$ cat config.mk
export PLATFORM = sky130hd
export DESIGN_NAME = axi_arb2_flat
export DESIGN_NICKNAME = d
export VERILOG_FILES = /design/src/rtl/axi_arb2_pkg.sv /design/src/rtl/axi_arb2_if.sv /design/src/rtl/axi_arb2_rr.sv /design/src/rtl/axi_arb2.sv /design/src/flat_wrapper.sv
export SDC_FILE = /design/constraint.sdc
export NUM_CORES = 1
export LEC_CHECK = 0
export BUFFER_PORTS_ARGS = -buffer_cell sky130_fd_sc_hd__buf_2
export CAP_MARGIN = 20
export CORE_AREA = 2 2 321 323
export CTS_CLUSTER_SIZE = 8
export DETAILED_ROUTE_END_ITERATION = 10
export DIE_AREA = 0 0 323 325
export SLEW_MARGIN = 0
export SYNTH_ARGS = -nofsm -noshare
export SYNTH_HDL_FRONTEND = slang
export SYNTH_SLANG_ARGS = --single-unit
$ cat constraint.sdc
create_clock -name clk -period 3.2 [get_ports clk]
set_input_delay 0.32 -clock clk [delete_from_list [all_inputs] [get_ports clk]]
set_output_delay 0.32 -clock clk [all_outputs]
set_load 0.01 [all_outputs]
$ cat src/rtl/axi_arb2_pkg.sv
// Shared types and constants for the 2:1 AXI-lite arbiter.
// Master 0 is the instruction fetch unit and master 1 is the load/store unit.
package axi_arb_pkg;

    typedef enum logic [2:0] {
        IDLE  = 3'd0,
        RD_A  = 3'd1,
        RD_D  = 3'd2,
        WR_AW = 3'd3,
        WR_B  = 3'd4
    } arb_state_t;

    localparam int unsigned M_IFU = 0;
    localparam int unsigned M_LSU = 1;

endpackage

$ cat src/rtl/axi_arb2_if.sv
// Single-beat AXI-lite channel bundle without IDs or response codes.
// The master modport drives requests and the slave modport drives responses.
interface axi_arb2_if #(
    parameter int unsigned ADDR_W = 64,
    parameter int unsigned DATA_W = 64
);
    logic [ADDR_W-1:0]   AW_ADDR;
    logic                AW_VALID;
    logic                AW_READY;
    logic [DATA_W-1:0]   W_DATA;
    logic [DATA_W/8-1:0] W_STRB;
    logic                W_VALID;
    logic                W_READY;
    logic                B_VALID;
    logic                B_READY;
    logic [ADDR_W-1:0]   AR_ADDR;
    logic                AR_VALID;
    logic                AR_READY;
    logic [DATA_W-1:0]   R_DATA;
    logic                R_VALID;
    logic                R_READY;

    modport master (
        output AW_ADDR, AW_VALID, input AW_READY,
        output W_DATA, W_STRB, W_VALID, input W_READY,
        input  B_VALID, output B_READY,
        output AR_ADDR, AR_VALID, input AR_READY,
        input  R_DATA, R_VALID, output R_READY
    );

    modport slave (
        input  AW_ADDR, AW_VALID, output AW_READY,
        input  W_DATA, W_STRB, W_VALID, output W_READY,
        output B_VALID, input B_READY,
        input  AR_ADDR, AR_VALID, output AR_READY,
        output R_DATA, R_VALID, input R_READY
    );

endinterface

$ cat src/rtl/axi_arb2_rr.sv
// Two-requester pick for read arbitration: round-robin or fixed master-1 priority.
// last_i set means master 0 took the previous tie, so master 1 gets this one.
module rr_arb2 #(
    parameter bit RR_EN = 1'b1
) (
    input  logic [1:0] req_i,
    input  logic       last_i,
    output logic [1:0] gnt_o,
    output logic       tie_o
);

    always_comb begin
        tie_o = &req_i;
        gnt_o = req_i;
        if (tie_o) begin
            if (RR_EN) begin
                gnt_o = last_i ? 2'b10 : 2'b01;
            end else begin
                gnt_o = 2'b10;
            end
        end
    end

endmodule

$ cat src/rtl/axi_arb2.sv
// 2:1 AXI-lite arbiter sharing one memory slave between the IFU (m0) and LSU (m1).
// One single-beat transaction in flight; channels are forwarded combinationally from grant.
module axi_arb2
    import axi_arb_pkg::*;
#(
    parameter int unsigned ADDR_W = 64,
    parameter int unsigned DATA_W = 64,
    parameter bit          RR_EN  = 1'b1
) (
    input  logic       clk,
    input  logic       rst_n,
    axi_arb2_if.slave  m0,
    axi_arb2_if.slave  m1,
    axi_arb2_if.master s,
    output logic [1:0] grant,
    output logic       busy
);

    arb_state_t state_q, state_d;
    logic [1:0] grant_q, grant_d;
    logic       last_q, last_d;
    logic       aw_done_q, aw_done_d;
    logic       w_done_q, w_done_d;

    logic [1:0] rd_req, rd_gnt;
    logic       rd_tie;

    logic                owner;
    logic                own_aw_valid, own_w_valid, own_b_ready, own_ar_valid, own_r_ready;
    logic [ADDR_W-1:0]   own_aw_addr, own_ar_addr;
    logic [DATA_W-1:0]   own_w_data;
    logic [DATA_W/8-1:0] own_w_strb;

    logic st_rd_a, st_rd_d, st_wr_aw, st_wr_b;
    logic aw_rdy, w_rdy, b_vld, ar_rdy, r_vld;
    logic aw_hs, w_hs, b_hs, ar_hs, r_hs;

    assign owner        = grant_q[M_LSU];
    assign own_aw_valid = owner ? m1.AW_VALID : m0.AW_VALID;
    assign own_aw_addr  = owner ? m1.AW_ADDR  : m0.AW_ADDR;
    assign own_w_valid  = owner ? m1.W_VALID  : m0.W_VALID;
    assign own_w_data   = owner ? m1.W_DATA   : m0.W_DATA;
    assign own_w_strb   = owner ? m1.W_STRB   : m0.W_STRB;
    assign own_b_ready  = owner ? m1.B_READY  : m0.B_READY;
    assign own_ar_valid = owner ? m1.AR_VALID : m0.AR_VALID;
    assign own_ar_addr  = owner ? m1.AR_ADDR  : m0.AR_ADDR;
    assign own_r_ready  = owner ? m1.R_READY  : m0.R_READY;

    assign st_rd_a  = (state_q == RD_A);
    assign st_rd_d  = (state_q == RD_D);
    assign st_wr_aw = (state_q == WR_AW);
    assign st_wr_b  = (state_q == WR_B);

    // A write channel that already handshook is masked on both sides until WR_B.
    assign s.AW_ADDR  = own_aw_addr;
    assign s.AW_VALID = st_wr_aw & own_aw_valid & ~aw_done_q;
    assign s.W_DATA   = own_w_data;
    assign s.W_STRB   = own_w_strb;
    assign s.W_VALID  = st_wr_aw & own_w_valid & ~w_done_q;
    assign s.B_READY  = st_wr_b & own_b_ready;
    assign s.AR_ADDR  = own_ar_addr;
    assign s.AR_VALID = st_rd_a & own_ar_valid;
    assign s.R_READY  = st_rd_d & own_r_ready;

    assign aw_rdy = st_wr_aw & ~aw_done_q & s.AW_READY;
    assign w_rdy  = st_wr_aw & ~w_done_q & s.W_READY;
    assign b_vld  = st_wr_b & s.B_VALID;
    assign ar_rdy = st_rd_a & s.AR_READY;
    assign r_vld  = st_rd_d & s.R_VALID;

    assign m0.AW_READY = aw_rdy & grant_q[M_IFU];
    assign m0.W_READY  = w_rdy & grant_q[M_IFU];
    assign m0.B_VALID  = b_vld & grant_q[M_IFU];
    assign m0.AR_READY = ar_rdy & grant_q[M_IFU];
    assign m0.R_VALID  = r_vld & grant_q[M_IFU];
    assign m0.R_DATA   = (r_vld & grant_q[M_IFU]) ? s.R_DATA : '0;

    assign m1.AW_READY = aw_rdy & grant_q[M_LSU];
    assign m1.W_READY  = w_rdy & grant_q[M_LSU];
    assign m1.B_VALID  = b_vld & grant_q[M_LSU];
    assign m1.AR_READY = ar_rdy & grant_q[M_LSU];
    assign m1.R_VALID  = r_vld & grant_q[M_LSU];
    assign m1.R_DATA   = (r_vld & grant_q[M_LSU]) ? s.R_DATA : '0;

    assign aw_hs = s.AW_VALID & s.AW_READY;
    assign w_hs  = s.W_VALID & s.W_READY;
    assign b_hs  = s.B_VALID & s.B_READY;
    assign ar_hs = s.AR_VALID & s.AR_READY;
    assign r_hs  = s.R_VALID & s.R_READY;

    assign rd_req = {m1.AR_VALID, m0.AR_VALID};

    rr_arb2 #(.RR_EN(RR_EN)) u_rr (
        .req_i  (rd_req),
        .last_i (last_q),
        .gnt_o  (rd_gnt),
        .tie_o  (rd_tie)
    );

    always_comb begin
        state_d   = state_q;
        grant_d   = grant_q;
        last_d    = last_q;
        aw_done_d = aw_done_q;
        w_done_d  = w_done_q;
        case (state_q)
            IDLE: begin
                if (m1.AW_VALID) begin
                    grant_d = 2'b10;
                    state_d = WR_AW;
                end else if (|rd_gnt) begin
                    // A read winner that also has a write pending issues the write first.
                    grant_d = rd_gnt;
                    state_d = (rd_gnt[M_IFU] && m0.AW_VALID) ? WR_AW : RD_A;
                    if (rd_tie) begin
                        last_d = rd_gnt[M_IFU];
                    end
                end else if (m0.AW_VALID) begin
                    grant_d = 2'b01;
                    state_d = WR_AW;
                end
            end
            RD_A: begin
                if (ar_hs) begin
                    state_d = RD_D;
                end
            end
            RD_D: begin
                if (r_hs) begin
                    state_d = IDLE;
                    grant_d = '0;
                end
            end
            WR_AW: begin
                aw_done_d = aw_done_q | aw_hs;
                w_done_d  = w_done_q | w_hs;
                if (aw_done_d && w_done_d) begin
                    state_d   = WR_B;
                    aw_done_d = 1'b0;
                    w_done_d  = 1'b0;
                end
            end
            WR_B: begin
                if (b_hs) begin
                    state_d = IDLE;
                    grant_d = '0;
                end
            end
            default: begin
                state_d = IDLE;
                grant_d = '0;
            end
        endcase
    end

    always_ff @(posedge clk) begin
        if (!rst_n) begin
            state_q   <= IDLE;
            grant_q   <= '0;
            last_q    <= 1'b0;
            aw_done_q <= 1'b0;
            w_done_q  <= 1'b0;
        end else begin
            state_q   <= state_d;
            grant_q   <= grant_d;
            last_q    <= last_d;
            aw_done_q <= aw_done_d;
            w_done_q  <= w_done_d;
        end
    end

    assign grant = grant_q;
    assign busy  = (state_q != IDLE);

endmodule
$ cat src/flat_wrapper.sv
// flat-port wrapper written by rule: the top's interface ports become plain ports
module axi_arb2_flat import axi_arb_pkg::*;
#(
    parameter int unsigned ADDR_W = 64,
    parameter int unsigned DATA_W = 64,
    parameter bit          RR_EN  = 1'b1
)
  (clk, rst_n, grant, busy, m0_AW_ADDR, m0_AW_VALID, m0_AW_READY, m0_W_DATA, m0_W_STRB, m0_W_VALID, m0_W_READY, m0_B_VALID, m0_B_READY, m0_AR_ADDR, m0_AR_VALID, m0_AR_READY, m0_R_DATA, m0_R_VALID, m0_R_READY, m1_AW_ADDR, m1_AW_VALID, m1_AW_READY, m1_W_DATA, m1_W_STRB, m1_W_VALID, m1_W_READY, m1_B_VALID, m1_B_READY, m1_AR_ADDR, m1_AR_VALID, m1_AR_READY, m1_R_DATA, m1_R_VALID, m1_R_READY, s_AW_ADDR, s_AW_VALID, s_AW_READY, s_W_DATA, s_W_STRB, s_W_VALID, s_W_READY, s_B_VALID, s_B_READY, s_AR_ADDR, s_AR_VALID, s_AR_READY, s_R_DATA, s_R_VALID, s_R_READY);
  axi_arb2_if #(.ADDR_W(ADDR_W), .DATA_W(DATA_W)) m0_i ();
  axi_arb2_if #(.ADDR_W(ADDR_W), .DATA_W(DATA_W)) m1_i ();
  axi_arb2_if #(.ADDR_W(ADDR_W), .DATA_W(DATA_W)) s_i ();
  input  logic clk;
  input  logic rst_n;
  output logic [1:0] grant;
  output logic busy;
  input wire logic [$bits(m0_i.AW_ADDR)-1:0] m0_AW_ADDR;
  input wire logic [$bits(m0_i.AW_VALID)-1:0] m0_AW_VALID;
  output wire logic [$bits(m0_i.AW_READY)-1:0] m0_AW_READY;
  input wire logic [$bits(m0_i.W_DATA)-1:0] m0_W_DATA;
  input wire logic [$bits(m0_i.W_STRB)-1:0] m0_W_STRB;
  input wire logic [$bits(m0_i.W_VALID)-1:0] m0_W_VALID;
  output wire logic [$bits(m0_i.W_READY)-1:0] m0_W_READY;
  output wire logic [$bits(m0_i.B_VALID)-1:0] m0_B_VALID;
  input wire logic [$bits(m0_i.B_READY)-1:0] m0_B_READY;
  input wire logic [$bits(m0_i.AR_ADDR)-1:0] m0_AR_ADDR;
  input wire logic [$bits(m0_i.AR_VALID)-1:0] m0_AR_VALID;
  output wire logic [$bits(m0_i.AR_READY)-1:0] m0_AR_READY;
  output wire logic [$bits(m0_i.R_DATA)-1:0] m0_R_DATA;
  output wire logic [$bits(m0_i.R_VALID)-1:0] m0_R_VALID;
  input wire logic [$bits(m0_i.R_READY)-1:0] m0_R_READY;
  input wire logic [$bits(m1_i.AW_ADDR)-1:0] m1_AW_ADDR;
  input wire logic [$bits(m1_i.AW_VALID)-1:0] m1_AW_VALID;
  output wire logic [$bits(m1_i.AW_READY)-1:0] m1_AW_READY;
  input wire logic [$bits(m1_i.W_DATA)-1:0] m1_W_DATA;
  input wire logic [$bits(m1_i.W_STRB)-1:0] m1_W_STRB;
  input wire logic [$bits(m1_i.W_VALID)-1:0] m1_W_VALID;
  output wire logic [$bits(m1_i.W_READY)-1:0] m1_W_READY;
  output wire logic [$bits(m1_i.B_VALID)-1:0] m1_B_VALID;
  input wire logic [$bits(m1_i.B_READY)-1:0] m1_B_READY;
  input wire logic [$bits(m1_i.AR_ADDR)-1:0] m1_AR_ADDR;
  input wire logic [$bits(m1_i.AR_VALID)-1:0] m1_AR_VALID;
  output wire logic [$bits(m1_i.AR_READY)-1:0] m1_AR_READY;
  output wire logic [$bits(m1_i.R_DATA)-1:0] m1_R_DATA;
  output wire logic [$bits(m1_i.R_VALID)-1:0] m1_R_VALID;
  input wire logic [$bits(m1_i.R_READY)-1:0] m1_R_READY;
  output wire logic [$bits(s_i.AW_ADDR)-1:0] s_AW_ADDR;
  output wire logic [$bits(s_i.AW_VALID)-1:0] s_AW_VALID;
  input wire logic [$bits(s_i.AW_READY)-1:0] s_AW_READY;
  output wire logic [$bits(s_i.W_DATA)-1:0] s_W_DATA;
  output wire logic [$bits(s_i.W_STRB)-1:0] s_W_STRB;
  output wire logic [$bits(s_i.W_VALID)-1:0] s_W_VALID;
  input wire logic [$bits(s_i.W_READY)-1:0] s_W_READY;
  input wire logic [$bits(s_i.B_VALID)-1:0] s_B_VALID;
  output wire logic [$bits(s_i.B_READY)-1:0] s_B_READY;
  output wire logic [$bits(s_i.AR_ADDR)-1:0] s_AR_ADDR;
  output wire logic [$bits(s_i.AR_VALID)-1:0] s_AR_VALID;
  input wire logic [$bits(s_i.AR_READY)-1:0] s_AR_READY;
  input wire logic [$bits(s_i.R_DATA)-1:0] s_R_DATA;
  input wire logic [$bits(s_i.R_VALID)-1:0] s_R_VALID;
  output wire logic [$bits(s_i.R_READY)-1:0] s_R_READY;
  assign m0_i.AW_ADDR = m0_AW_ADDR;
  assign m0_i.AW_VALID = m0_AW_VALID;
  assign m0_AW_READY = m0_i.AW_READY;
  assign m0_i.W_DATA = m0_W_DATA;
  assign m0_i.W_STRB = m0_W_STRB;
  assign m0_i.W_VALID = m0_W_VALID;
  assign m0_W_READY = m0_i.W_READY;
  assign m0_B_VALID = m0_i.B_VALID;
  assign m0_i.B_READY = m0_B_READY;
  assign m0_i.AR_ADDR = m0_AR_ADDR;
  assign m0_i.AR_VALID = m0_AR_VALID;
  assign m0_AR_READY = m0_i.AR_READY;
  assign m0_R_DATA = m0_i.R_DATA;
  assign m0_R_VALID = m0_i.R_VALID;
  assign m0_i.R_READY = m0_R_READY;
  assign m1_i.AW_ADDR = m1_AW_ADDR;
  assign m1_i.AW_VALID = m1_AW_VALID;
  assign m1_AW_READY = m1_i.AW_READY;
  assign m1_i.W_DATA = m1_W_DATA;
  assign m1_i.W_STRB = m1_W_STRB;
  assign m1_i.W_VALID = m1_W_VALID;
  assign m1_W_READY = m1_i.W_READY;
  assign m1_B_VALID = m1_i.B_VALID;
  assign m1_i.B_READY = m1_B_READY;
  assign m1_i.AR_ADDR = m1_AR_ADDR;
  assign m1_i.AR_VALID = m1_AR_VALID;
  assign m1_AR_READY = m1_i.AR_READY;
  assign m1_R_DATA = m1_i.R_DATA;
  assign m1_R_VALID = m1_i.R_VALID;
  assign m1_i.R_READY = m1_R_READY;
  assign s_AW_ADDR = s_i.AW_ADDR;
  assign s_AW_VALID = s_i.AW_VALID;
  assign s_i.AW_READY = s_AW_READY;
  assign s_W_DATA = s_i.W_DATA;
  assign s_W_STRB = s_i.W_STRB;
  assign s_W_VALID = s_i.W_VALID;
  assign s_i.W_READY = s_W_READY;
  assign s_i.B_VALID = s_B_VALID;
  assign s_B_READY = s_i.B_READY;
  assign s_AR_ADDR = s_i.AR_ADDR;
  assign s_AR_VALID = s_i.AR_VALID;
  assign s_i.AR_READY = s_AR_READY;
  assign s_i.R_DATA = s_R_DATA;
  assign s_i.R_VALID = s_R_VALID;
  assign s_R_READY = s_i.R_READY;
  axi_arb2 #(.ADDR_W(ADDR_W), .DATA_W(DATA_W), .RR_EN(RR_EN)) u_core (.clk(clk), .rst_n(rst_n), .m0(m0_i), .m1(m1_i), .s(s_i), .grant(grant), .busy(busy));
endmodule
==> results of run 1 <==
[stage by stage]
stage	cell area, um^2	utilization
detailed placement	9658	0.09534
floorplan	3880	-
global placement	9658	0.09534
global route	9739	0.09614
finish	9772	0.09646
CTS	9737	0.09612
[power breakdown]
| group | leakage, nW | total [mW] | switching, mW | internal, mW |
|---|---|---|---|---|
| registers | 0.0661 | 0.184 | 0.0565 | 0.128 |
| clock network | 0.0382 | 0.214 | 0.0485 | 0.166 |
| logic | 4.90 | 3.95 | 2.36 | 1.59 |
[state kept, by name (all words and copies together) (netlist names)]
register,cells
u_core.grant,2
u_core.w_done_q,1
u_core.aw_done_q,1
u_core.last_q,1
u_core.state_q,3
[area by class of cell]
class                           instances  area (um^2)
Multi-Input combinational cell        397         3500
Sequential cell                         8        163.9
Antenna cell                           14        35.03
Timing Repair Buffer                  834         4257
Inverter                                7        26.28
Fill cell                           11942        91530
Tap cell                             1368         1712
Clock buffer                            4        78.83
[worst reg2reg max path: stages, from the launching register on]
cell and delay, ps:
dfxtp_4 450, buf_12 270, mux2i_1 410, nor2b_1 140
o311a_1 350, a31oi_1 180, nor2_1 50
[layout by cell type (no fill, tap or decap), types with 2 or more instances in the layout]
master     Yosys  final
clkbuf_16      0      3
inv_1          7      7
o21ai_0        7      7
mux2_2       200    200
and2_1       130    130
buf_12         0      5
o21a_1         2      2
nor2_1         6      6
buf_2         21    826
and3_1        10      8
nand3_1        2      2
mux2i_1        7      7
and3_2         0      2
nor3_1         3      3
buf_4          0      3
nand2_1        9      9
a21oi_1        4      4
nor3b_1        2      2
nor2b_1        5      5
dfxtp_1        8      7
diode_2        0     14
[per-layer routing]
metal / vias to the layer above / track usage / share of wire
met2: 582 / 0.2082 / 0.45
met4: 54 / 0.01092 / 0.015
met3: 138 / 0.04738 / 0.095
met1: 3135 / 0.1607 / 0.43
li1: 3187 / - / -
met5: - / 0 / 0.0053
[cells by family after synthesis]
logic type | count (synthesis) | synth area share
XOR/XNOR | 1 | 0.002258
AND/OR/NAND/NOR | 172 | 0.2722
AO/OA/AOI/OAI | 17 | 0.02838
multiplexers | 207 | 0.5985
flip-flops | 8 | 0.04128
buffers and inverters | 46 | 0.05740
[worst min path at each step]
stage | cells past startpoint | startpoint | endpoint
finish | 3 | rst_n | u_core.state_q[0]$_SDFFE_PN0P_
global route | 3 | rst_n | u_core.state_q[0]$_SDFFE_PN0P_
CTS | 3 | rst_n | u_core.state_q[0]$_SDFFE_PN0P_
detailed placement | 2 | u_core.aw_done_q$_SDFFE_PN0N_ | u_core.aw_done_q$_SDFFE_PN0N_
global placement | 2 | u_core.aw_done_q$_SDFFE_PN0N_ | u_core.aw_done_q$_SDFFE_PN0N_
floorplan | 2 | u_core.aw_done_q$_SDFFE_PN0N_ | u_core.aw_done_q$_SDFFE_PN0N_
==> flow_summary.toml, run 1 <==
[run_status]
run_status = "finished clean"

[drt]
routed_wirelength_um = 69720
detailedRoute.firstIterationViolations = 215
avgRoutedWirePerCell_um = 26.49
drt_pass1_iterations = 5
drc = 0
ant_nets = 0
via_per_inst = 2.696
dr_vias = 7096

[synthesis]
synth-edff-count = 0
syn_inst = 451
asyncSetResetFlopFracSynth = 0
yosysMostFrequentCell = "mux2_2"
synth_seq_area_share = 0.04128
yosysWarnings = 0
synth_largest_type_area_fraction = 0.5805
synthTopCellsByCount = "200 x mux2_2, 130 x and2_1, 21 x buf_2, 13 x clkbuf_2, 10 x and3_1"
netlist_top_cells_area = "mux2_2 58%, and2_1 21%, dfxtp_1 4.1%, buf_2 2.7%, mux2i_1 1.8%"
postSynthNetCount = 932
synth.lib_cells_used.distinct = 29
postSynthAreaPerCell_um2 = 8.603
syn-cell-area_um2 = 3880
cell_accounting_for_the_most_synthesized_area = "mux2_2"
main_synth_ff_type = "dfxtp_1"
number_of_synthesized_register_bits = 8

[critical_path]
worst-r2r-cell-count = 6
worstPathCellList = "nor3b_2 -> and3_2 -> buf_12 -> and2_1 -> buf_2"
critPathMaxStageDelay_ps = 450
worst_setup_path_endpoint = "m0_R_DATA[9]"
rr_startpoint = "u_core.grant[1]$_SDFFE_PN0P_"
worst-path-max-fanout = 54
critical_path.endpoint_type = "primary output"
path_class = "flop to primary output"
critical_path.startpoint_type = "flop"
timing.rr.end = "u_core.state_q[2]$_SDFFE_PN0P_"
setup.reg_to_reg.worst_slack_ps = 1240
critical_path_arrival_ps = 1910
cpLargestDelayFamily = "simple AND/OR/NAND/NOR gates"
timing.critical_path.buf_inv = 2
worstSetupPathDepth = 5
crit_path_start = "u_core.state_q[1]$_SDFFE_PN0P_"
slowest_stage_cell_on_the_critical_path = "dfxtp_1"
required_time_at_the_worst_slack_endpoint_ps = 2880

[global_route]
via_count_of_the_first_global_routing_pass = 6476
number_of_antenna_violations_at_the_first_check_in_global_routing = 80
grt_first_pass_wirelength_um = 81560
grt_util_all_layers = 0.1262
grt_start_max_net_pins = 94
grt_remaining_overflow = 0

[die]
dieArea_um2 = 105000
fp.dieW_um = 323
start_util = 0.03830
floorplan.io_pins = 827
core_region_area_um2 = 101300
placementRows = 117
chipHeight_um = 325

[sta]
fin_ws_ps = 969.2
final.setup.tns_ps = 0
setup_viol_count_final = 0
timing.final.max_slew_violations = 0
rsz0062_at_grt = "no"
post-route-period-util = 0.6971
fmax_mhz = 448.3
hold_violations = 0
slew_headroom = 0.5911
whs_ps = 412.4
period_needed_ps = 2231
fin_worst_skew_ps = 3.221
worst_pin_slew_ps = 613.3

[clocking]
post-cts-setup-buffers = 0
cts_sinks = 8
postCtsResizedCells = 0
num_cts_buffers = 3
clkSlewWorstSetupHoldPaths_ps = 40
maximum_clock_insertion_buffer_count = 2
clk-insertion-delay-late_ps = 230
cts_hold_buffers = 0
htreeDepth = 1
cts-root-buf = "clkbuf_16"
tritoncts = "done"

[placement]
dp_hpwl_um = 66750
placedCellCount = 2614
port_buffers = 826
dp_slack_ps = 1149
globalplace.congestion = 0.8704

[final_layout]
areaGrowthSynthToFinish_pct = 151.9
drive_above_1_share = 0.8352
design.final.nets = 1732
final_cell_count_no_fill = 2632

[power]
power_per_cell_area_nw_per_um2 = 445.2
p_leak_nw = 5.001
vdd_drop_max_mv = 0.3644
report.power.total_mw = 4.350

[run]
drv.max_cap_violation_count = 0

[hold_path]
worstHoldPathType = "input port to flop"
Note: power is estimated with default switching activity, not from simulation.
==> run 2: changes to the inputs <==
--- a/config.mk
+++ b/config.mk
@@ -7,10 +7,10 @@
 export LEC_CHECK = 0
 export BUFFER_PORTS_ARGS = -buffer_cell sky130_fd_sc_hd__buf_2
 export CAP_MARGIN = 20
-export CORE_AREA = 2 2 321 323
+export CORE_AREA = 2 2 324 326
 export CTS_CLUSTER_SIZE = 8
 export DETAILED_ROUTE_END_ITERATION = 10
-export DIE_AREA = 0 0 323 325
+export DIE_AREA = 0 0 326 328
 export SLEW_MARGIN = 0
 export SYNTH_ARGS = -nofsm -noshare
 export SYNTH_HDL_FRONTEND = slang
==> constraint.sdc (replaced) <==
create_clock -name clk -period 2.2 [get_ports clk]
set_input_delay 0.22 -clock clk [delete_from_list [all_inputs] [get_ports clk]]
set_output_delay 0.22 -clock clk [all_outputs]
set_load 0.01 [all_outputs]
==> flow_summary.toml, run 2 (synthesized netlist as in run 1, its figures left out) <==
[run_status]
run_status = "finished clean"

[critical_path]
timing.rr.end = "u_core.grant[0]$_SDFFE_PN0P_"
rr_startpoint = "u_core.state_q[2]$_SDFFE_PN0P_"
path_class = "flop to primary output"
critical_path.startpoint_type = "flop"
worst-path-max-fanout = 14
critical_path.endpoint_type = "primary output"
worst-r2r-cell-count = 5
required_time_at_the_worst_slack_endpoint_ps = 1980
critical_path_arrival_ps = 1850
setup.reg_to_reg.worst_slack_ps = 390

[die]
core_region_area_um2 = 103200
fp.dieW_um = 326
dieArea_um2 = 106900
chipHeight_um = 328
floorplan.io_pins = 827
placementRows = 118
start_util = 0.03760

[global_route]
grt_start_max_net_pins = 66
grt_first_pass_wirelength_um = 89500
grt_busiest_layer = "met2"
number_of_antenna_violations_at_the_first_check_in_global_routing = 108
grt.met3_usage = 0.04408
globalRouteMet2Util = 0.2215
grt_util_all_layers = 0.1365
via_count_of_the_first_global_routing_pass = 6519
grt_use_met1 = 0.1809
grt_remaining_overflow = 0

[hold_path]
hold-path-endpoint = "u_core.state_q[0]$_SDFFE_PN0P_"
worstHoldPathType = "input port to flop"
hold_path_depth = 3
worst_hold_startpoint = "rst_n"

[drt]
via_per_inst = 2.763
detailedRoute.firstIterationViolations = 295
avgRoutedWirePerCell_um = 29.09
ant_nets = 0
dr_vias = 7316
drc = 0
routed_wirelength_um = 77020
drt_pass1_iterations = 4

[sta]
slew_headroom = 0.6206
worst_pin_slew_ps = 561.4
post-route-period-util = 0.9415
fmax_mhz = 482.8
period_needed_ps = 2071
whs_ps = 298.5
final.setup.tns_ps = 0
fin_worst_skew_ps = 4.019
setup_viol_count_final = 0
fin_ws_ps = 128.8
rsz0062_at_grt = "no"
hold_violations = 0
timing.final.max_slew_violations = 0

[clocking]
clk-insertion-delay-late_ps = 240
num_cts_buffers = 3
clkSlewWorstSetupHoldPaths_ps = 40
maximum_clock_insertion_buffer_count = 2
cts-root-buf = "clkbuf_16"
tritoncts = "done"
post-cts-setup-buffers = 0
htreeDepth = 1
cts_sinks = 8
cts_hold_buffers = 0

[final_layout]
mostFrequentLayoutCells = "826 x buf_2, 200 x mux2_2, 129 x and2_1, 9 x nand2_1, 9 x buf_12"
areaGrowthSynthToFinish_pct = 154.9
layout.cells.most_common = "buf_2"
multi_input_area_um2 = 3512
area.sequential_um2 = 165.2
largest_reg_flops = 3
fill_cells = 12128
max_flop_register = "u_core.state_q"
design.final.nets = 1737
drive_above_1_share = 0.8382

[run]
drv.max_cap_violation_count = 0

[power]
report.power.total_mw = 6.565
p_leak_nw = 5.045
power_per_cell_area_nw_per_um2 = 663.8
vdd_drop_max_mv = 0.3977

[placement]
dp_hpwl_um = 73870
globalplace.congestion = 0.8931
port_buffers = 826
dp_slack_ps = 91.11
## run 2: critical path: stages (launching register included)
cell and delay, ps:
dfxtp_1 650, and3_2 340, buf_6 230, buf_4 140, and2_1 110, buf_2 120
## run 2: area by class of cell
class	instances	area share
Timing Repair Buffer	839	0.4397
Multi-Input combinational cell	397	0.3551
Tap cell	1380	0.1746
Sequential cell	8	0.01670
Clock buffer	4	0.007971
Antenna cell	13	0.003289
Inverter	7	0.002657
## run 2: how the worst max path moves through the flow
| stage | start | to | slack, ps |
|---|---|---|---|
| after floorplan | u_core.grant[1]$_SDFFE_PN0P_ | s_AR_ADDR[18] | 530 |
| after global placement | u_core.state_q[2]$_SDFFE_PN0P_ | u_core.grant[0]$_SDFFE_PN0P_ | 120 |
| after detailed placement | u_core.state_q[2]$_SDFFE_PN0P_ | u_core.grant[0]$_SDFFE_PN0P_ | 90 |
| after CTS | u_core.state_q[1]$_SDFFE_PN0P_ | m0_R_DATA[16] | 20 |
| after global routing | u_core.grant[0]$_SDFFE_PN0P_ | m0_R_DATA[22] | 40 |
| final | u_core.grant[0]$_SDFFE_PN0P_ | m0_R_DATA[16] | 130 |
## run 2: metrics by stage
| step | std cells | utilization | instance area, um^2 |
|---|---|---|---|
| 3_3_place_gp | 2631 | 0.09458 | 9761 |
| 2_1_floorplan | 451 | - | 3880 |
| 3_5_place_dp | 2631 | 0.09458 | 9761 |
| 6_report | 2648 | 0.09583 | 9889 |
| 5_1_grt | 2641 | 0.09566 | 9872 |
| 4_1_cts | 2635 | 0.09535 | 9841 |
## run 2: where the power goes
part           switching, mW  internal, mW  total (mW)
combinational           3.55          2.40        5.95
sequential             0.107         0.188       0.294
clock                 0.0794         0.242       0.321
## run 2: layer usage
| layer | up-vias | wire, um |
|---|---|---|
| met5 | - | 372 |
| met4 | 56 | 1526 |
| met2 | 661 | 34380 |
| met3 | 183 | 7055 |
| li1 | 3191 | - |
| met1 | 3225 | 33690 |
## run 2: timing repair
action,CTS,global route
cloned,0,0
setup endpoints to repair,1,7
pin swaps,0,0
resized for setup,1,4
